[config.mk]
export PLATFORM = sky130hd
export DESIGN_NAME = fetch_stage
export DESIGN_NICKNAME = d
export VERILOG_FILES = /design/src/rtl/fetch_stage.sv
export SDC_FILE = /design/constraint.sdc
export NUM_CORES = 1
export LEC_CHECK = 0
export CAP_MARGIN = 5
export CORE_MARGIN = 8
export CORE_UTILIZATION = 54
export CTS_CLUSTER_DIAMETER = 40
export DETAILED_ROUTE_END_ITERATION = 7
export PLACE_DENSITY_LB_ADDON = 0.05
export SLEW_MARGIN = 20
export SYNTH_ARGS = -nofsm -noshare
export SYNTH_HDL_FRONTEND = slang
export SYNTH_SLANG_ARGS = --single-unit
[constraint.sdc]
create_clock -name clk -period 4.3 [get_ports clk]
set_clock_uncertainty 0.2 [all_clocks]
set_input_delay 1.29 -clock clk [delete_from_list [all_inputs] [get_ports clk]]
set_output_delay 1.29 -clock clk [all_outputs]
set_load 0.05 [all_outputs]
[src/rtl/fetch_stage.sv]
// Instruction-fetch stage with IF/ID pipeline register. It owns PC_F, tolerates
// instruction-memory wait states, and absorbs EX redirects, including redirects that arrive mid-request.
module fetch_stage #(
   parameter logic [31:0] RESET_PC  = 32'h0000_0000,
   parameter logic [31:0] NOP_INSTR = 32'h0000_0013
) (
   input  logic        clk,
   input  logic        rst,
   input  logic        Stall_F,
   input  logic        PCSrc_E,
   input  logic [31:0] PCTarget_E,
   output logic        IMemReq_F,
   output logic [31:0] IMemAddr_F,
   input  logic [31:0] IMemRdata_F,
   input  logic        IMemValid_F,
   output logic [31:0] Instr_D,
   output logic [31:0] PC_D,
   output logic [31:0] PCPlus4_D,
   output logic        Valid_D,
   output logic        FetchBusy_F
);

   typedef enum logic [1:0] {
      S_FETCH = 2'd0,
      S_HOLD  = 2'd1,
      S_DRAIN = 2'd2
   } state_e;

   function automatic logic [31:0] word_align(input logic [31:0] addr);
      return {addr[31:2], 2'b00};
   endfunction

   state_e      state_q, state_d;
   logic [31:0] pc_q, pc_d;
   logic [31:0] redir_q, redir_d;
   logic [31:0] buf_q, buf_d;
   logic [31:0] instr_q, instr_d;
   logic [31:0] pcd_q, pcd_d;
   logic [31:0] pcp4_q, pcp4_d;
   logic        valid_q, valid_d;

   logic [31:0] target_s;
   logic [31:0] pc_plus4_s;
   logic        accept_s;
   logic        bubble_s;
   logic [31:0] accept_data_s;
   logic        unused_tgt_lsb_s;

   assign target_s         = word_align(PCTarget_E);
   assign pc_plus4_s       = pc_q + 32'd4;
   assign unused_tgt_lsb_s = ^PCTarget_E[1:0];

   // Fetch control: next state, PC, pending redirect target and held instruction
   always_comb begin
      state_d       = state_q;
      pc_d          = pc_q;
      redir_d       = redir_q;
      buf_d         = buf_q;
      accept_s      = 1'b0;
      bubble_s      = 1'b0;
      accept_data_s = IMemRdata_F;
      case (state_q)
         S_FETCH: begin
            if (PCSrc_E) begin
               bubble_s = 1'b1;
               if (IMemValid_F) begin
                  pc_d = target_s;
               end else begin
                  redir_d = target_s;
                  state_d = S_DRAIN;
               end
            end else if (IMemValid_F) begin
               if (!Stall_F) begin
                  accept_s = 1'b1;
                  pc_d     = pc_plus4_s;
               end else begin
                  buf_d   = IMemRdata_F;
                  state_d = S_HOLD;
               end
            end else if (!Stall_F) begin
               bubble_s = 1'b1;
            end else begin
               bubble_s = 1'b0;
            end
         end
         S_HOLD: begin
            accept_data_s = buf_q;
            if (PCSrc_E) begin
               bubble_s = 1'b1;
               pc_d     = target_s;
               state_d  = S_FETCH;
            end else if (!Stall_F) begin
               accept_s = 1'b1;
               pc_d     = pc_plus4_s;
               state_d  = S_FETCH;
            end else begin
               accept_s = 1'b0;
            end
         end
         S_DRAIN: begin
            // The in-flight response belongs to the squashed path, so it is dropped
            bubble_s = PCSrc_E | ~Stall_F;
            if (IMemValid_F) begin
               pc_d    = PCSrc_E ? target_s : redir_q;
               state_d = S_FETCH;
            end else if (PCSrc_E) begin
               redir_d = target_s;
            end else begin
               redir_d = redir_q;
            end
         end
         default: begin
            state_d = S_FETCH;
         end
      endcase
   end

   // IF/ID register next-value selection
   always_comb begin
      instr_d = instr_q;
      pcd_d   = pcd_q;
      pcp4_d  = pcp4_q;
      valid_d = valid_q;
      if (accept_s) begin
         instr_d = accept_data_s;
         pcd_d   = pc_q;
         pcp4_d  = pc_plus4_s;
         valid_d = 1'b1;
      end else if (bubble_s) begin
         instr_d = NOP_INSTR;
         valid_d = 1'b0;
      end else begin
         valid_d = valid_q;
      end
   end

   // State, PC and IF/ID registers with synchronous reset
   always_ff @(posedge clk) begin
      if (rst) begin
         state_q <= S_FETCH;
         pc_q    <= RESET_PC;
         redir_q <= 32'd0;
         buf_q   <= 32'd0;
         instr_q <= NOP_INSTR;
         pcd_q   <= 32'd0;
         pcp4_q  <= 32'd0;
         valid_q <= 1'b0;
      end else begin
         state_q <= state_d;
         pc_q    <= pc_d;
         redir_q <= redir_d;
         buf_q   <= buf_d;
         instr_q <= instr_d;
         pcd_q   <= pcd_d;
         pcp4_q  <= pcp4_d;
         valid_q <= valid_d;
      end
   end

   assign IMemReq_F   = ~rst & (state_q != S_HOLD);
   assign IMemAddr_F  = pc_q;
   assign FetchBusy_F = (state_q == S_DRAIN) | ((state_q == S_FETCH) & ~IMemValid_F);
   assign Instr_D     = instr_q;
   assign PC_D        = pcd_q;
   assign PCPlus4_D   = pcp4_q;
   assign Valid_D     = valid_q;

   fetch_stage_checker #(
      .NOP_INSTR(NOP_INSTR)
   ) u_checker (
      .clk        (clk),
      .rst        (rst),
      .req_i      (IMemReq_F),
      .addr_i     (IMemAddr_F),
      .mem_valid_i(IMemValid_F),
      .instr_i    (Instr_D),
      .valid_i    (Valid_D)
   );

endmodule

// Run-time invariant checks for the fetch stage: bubble encoding, no request
// under reset, and a stable request address until the response is seen.
module fetch_stage_checker #(
   parameter logic [31:0] NOP_INSTR = 32'h0000_0013
) (
   input logic        clk,
   input logic        rst,
   input logic        req_i,
   input logic [31:0] addr_i,
   input logic        mem_valid_i,
   input logic [31:0] instr_i,
   input logic        valid_i
);

   logic        pending_q;
   logic [31:0] prev_addr_q;

   // Remember whether a request was left unanswered in the previous cycle
   always_ff @(posedge clk) begin
      if (rst) begin
         pending_q   <= 1'b0;
         prev_addr_q <= 32'd0;
      end else begin
         pending_q   <= req_i & ~mem_valid_i;
         prev_addr_q <= addr_i;
      end
   end

   // Invariant checks sampled on each rising edge
   always_ff @(posedge clk) begin
      if (rst) begin
         a_no_req_in_rst: assert (!req_i);
      end else begin
         a_bubble_is_nop: assert (valid_i || (instr_i == NOP_INSTR));
         if (pending_q) begin
            a_addr_stable: assert (addr_i == prev_addr_q);
         end
      end
   end

endmodule

==> impl_metrics.json <==
{
  "setup_viol": 0,
  "grt_pass1_vias": 7808,
  "grt_pass1_wl_mm": 42.5,
  "synth_seq_cells": 193,
  "finalHoldViolations": 0,
  "cp.arrival_ns": 2.23,
  "met3_usage": 0.0508,
  "cts_root_buf": "clkbuf_16",
  "crit_path_start_kind": "input pin",
  "grt_max_degree": 186,
  "avgViaCountPerCell": 5.75,
  "slew_headroom": 0.345,
  "cts_setup_buffers": 0,
  "fmax_ghz": 0.269,
  "wirelength_mm": 27.1,
  "yosysTopAreaCell": "dfxtp_1",
  "synthMuxAreaShare": 0.0497,
  "busiest_layer": "met2",
  "holdPathEnd": "redir_q[20]$_SDFFE_PP0P_",
  "areaGrowthSynthToFinish_pct": 30.9,
  "dr.pass1.iters": 5,
  "reg2reg_slack_ns": 1.30,
  "rr_worst_depth": 5,
  "fin_crit_sh": 0.866,
  "antenna_found_initial": 0,
  "placed_area_um2": 10700,
  "first_iter_violations": 788,
  "design.core.area_um2": 15800,
  "min_path_type": "reg2reg",
  "utilization": 0.720,
  "syn_inst": 1097,
  "crit_path_top_delay_cell": "clkdlybuf4s50_1",
  "synth_compound_area_frac": 0.183,
  "cp_slowest_stage_delay_ns": 0.46,
  "synth.top_cell.area_share": 0.446,
  "min_period_ns": 3.72,
  "portBuffers": 197,
  "p_per_area_nw_per_um2": 390,
  "reg2reg_from": "IMemAddr_F[11]$_SDFFE_PP0P_",
  "r2r-end": "IMemAddr_F[21]$_SDFFE_PP0P_",
  "holdCritStartpoint": "redir_q[20]$_SDFFE_PP0P_",
  "synthFlopType": "dfxtp_1",
  "postSynthAreaPerCell_um2": 7.90,
  "hpwl_mm": 18.7,
  "drive_above_1_share": 0.0849,
  "irDropWorstVdd_mv": 0.279,
  "status": "completed",
  "die_width_um": 143,
  "grt.total_usage": 0.263,
  "num_rows": 46,
  "cts_tree": "yes",
  "synth_xor_area_frac": 0.0263,
  "wl_per_cell_um": 18.6,
  "detail-route-antenna-nets": 0,
  "postCtsResizedCells": 0,
  "synth_cell_types": 54,
  "synthArstFlopShare": 0,
  "leakage_nw": 3.85,
  "worstPathRequired_ns": 2.81,
  "cts_hold_buf": 0,
  "hold_depth": 2,
  "yosys_warnings": 0,
  "grt.overflow.total": 0,
  "vias": 8354,
  "top_level_ports": 200,
  "ys_seq_area_frac": 0.446,
  "synthesis.area_um2": 8670,
  "cts_buffers": 17,
  "routabilityCongestion": 0.889,
  "drc": 0,
  "synthesis.nets": 1167,
  "htree_levels": 4,
  "dieArea_um2": 20400,
  "cts_buffer_depth": 2,
  "synthTopCellsByArea": "dfxtp_1 45%, nand2_1 10%, a21oi_1 6.8%, nor2_1 4.3%, mux2_2 4.2%",
  "setup-tns-final_ns": 0,
  "path_class": "in2out",
  "clk_pin_slew_ns": 0.07,
  "nets": 1295,
  "rsz0062_at_grt": "false",
  "synth_top_family_by_area": "simple AND/OR/NAND/NOR gates",
  "die_h_um": 143,
  "synth_edf_count": 0,
  "yosys.area_share.simple": 0.234,
  "initial_core_util": 0.550,
  "slew_violations": 0,
  "worst_pin_slew_ns": 0.974,
  "diodes": 0,
  "path_max_fanout": 4,
  "fin_area_um2": 11300,
  "cts.sinks": 193,
  "use_met2": 0.402,
  "drv_cap": 0,
  "synth_fa_ha_area_frac": 0.00144,
  "grtUsageMet1": 0.366,
  "cp-end-kind": "output pin",
  "cp_cell_sequence": "clkdlybuf4s50_1 > a21oi_1 > buf_12",
  "clk-insertion-delay-late_ns": 0.43
}
-- layer usage --
layer  vias to the layer above  part of all wire  routed length [µm]
met5                         -                 0                   0
met4                         0             0.017                 447
met3                        37             0.087                2360
met2                       331              0.45               12100
met1                      3911              0.45               12200
li1                       4075                 -                   -
-- area by class of cell --
type                       instances  area, µm²
clock inverter                    12        225
sequential                       193       3860
tap                              216        270
timing repair buffer             219       2180
clock buffer                      19        453
inverter                           9       33.8
multi-input combinational        785       4320
fill                            1342       4420
-- how the worst max path moves through the flow --
stage | to | start | depth (start not counted) | slack, ns
2_1_floorplan | IMemReq_F | rst | 4 | 0.30
3_3_place_gp | IMemAddr_F[1]$_SDFFE_PP0P_ | PCSrc_E | 7 | 0.52
3_5_place_dp | IMemAddr_F[1]$_SDFFE_PP0P_ | PCSrc_E | 7 | 0.48
4_1_cts | FetchBusy_F | IMemValid_F | 3 | 0.59
5_1_grt | FetchBusy_F | IMemValid_F | 3 | 0.56
6_report | FetchBusy_F | IMemValid_F | 3 | 0.58
-- registers in the layout, summed over array words and instances, names as in the netlist --
register / flops
IMemAddr_F: 32
Instr_D: 32
PCPlus4_D: 30
PC_D: 32
Valid_D: 1
buf_q: 32
redir_q: 32
state_q: 2
-- through the flow --
step	total power, mW	hold slack (ns)	cells	worst slack [ns]
2_1_floorplan	2.38	0.232	1097	0.297
3_3_place_gp	2.63	0.237	1422	0.516
3_5_place_dp	2.64	0.244	1422	0.480
4_1_cts	4.44	0.254	1453	0.592
5_1_grt	4.58	0.266	1453	0.560
6_report	4.43	0.250	1453	0.578
-- synthesized netlist by cell type (5+ instances only) --
cell / number
nor4_1: 20
a21oi_1: 118
clkbuf_1: 80
nor3_1: 18
buf_2: 11
nor2_1: 100
o21ai_0: 29
nand4_1: 18
o22ai_1: 6
buf_1: 5
and3_1: 18
mux2_2: 32
a221oi_1: 6
mux2i_1: 7
dfxtp_1: 193
buf_4: 10
inv_1: 9
a211oi_1: 35
xnor2_1: 19
a22oi_1: 33
o211ai_1: 8
nand2_1: 239
nand3_1: 20
xor2_1: 7
-- cell usage in the layout, fill, tap and decap left out, drive strengths merged, types with 7 or more instances in the layout --
cell,n
a211oi,35
a21oi,118
a22oi,33
and3,19
buf,25
clkbuf,19
clkdlybuf4s50,194
dfxtp,193
inv,13
mux2,32
mux2i,7
nand2,239
nand3,21
nand4,18
nor2,100
nor3,18
nor4,21
o211ai,8
o21ai,29
xnor2,19
xor2,7
-- where the power goes --
part | total [mW] | internal [mW] | leakage (nW) | switching [mW]
logic | 0.665 | 0.248 | 1.95 | 0.417
registers | 1.94 | 1.86 | 1.57 | 0.0841
clock network | 1.82 | 1.13 | 0.335 | 0.695
total | 4.43 | 3.23 | 3.85 | 1.20
-- cells by family (layout without fill, tap and decap cells) --
group	count (synthesis)	in the layout
and+or+nand+nor	461	461
buffers and inverters	119	259
muxes	39	39
xor gates and xnor gates	26	26
adders and majority gates	1	1
DFF	193	193
AOI/OAI and AO/OA	258	258
-- worst max-delay path: cells and delay by family --
family | cells | cell delay (ns)
buffers and inverters | 2 | 0.64
AO/OA/AOI/OAI | 1 | 0.30
Power figures use the tool's default switching activity.
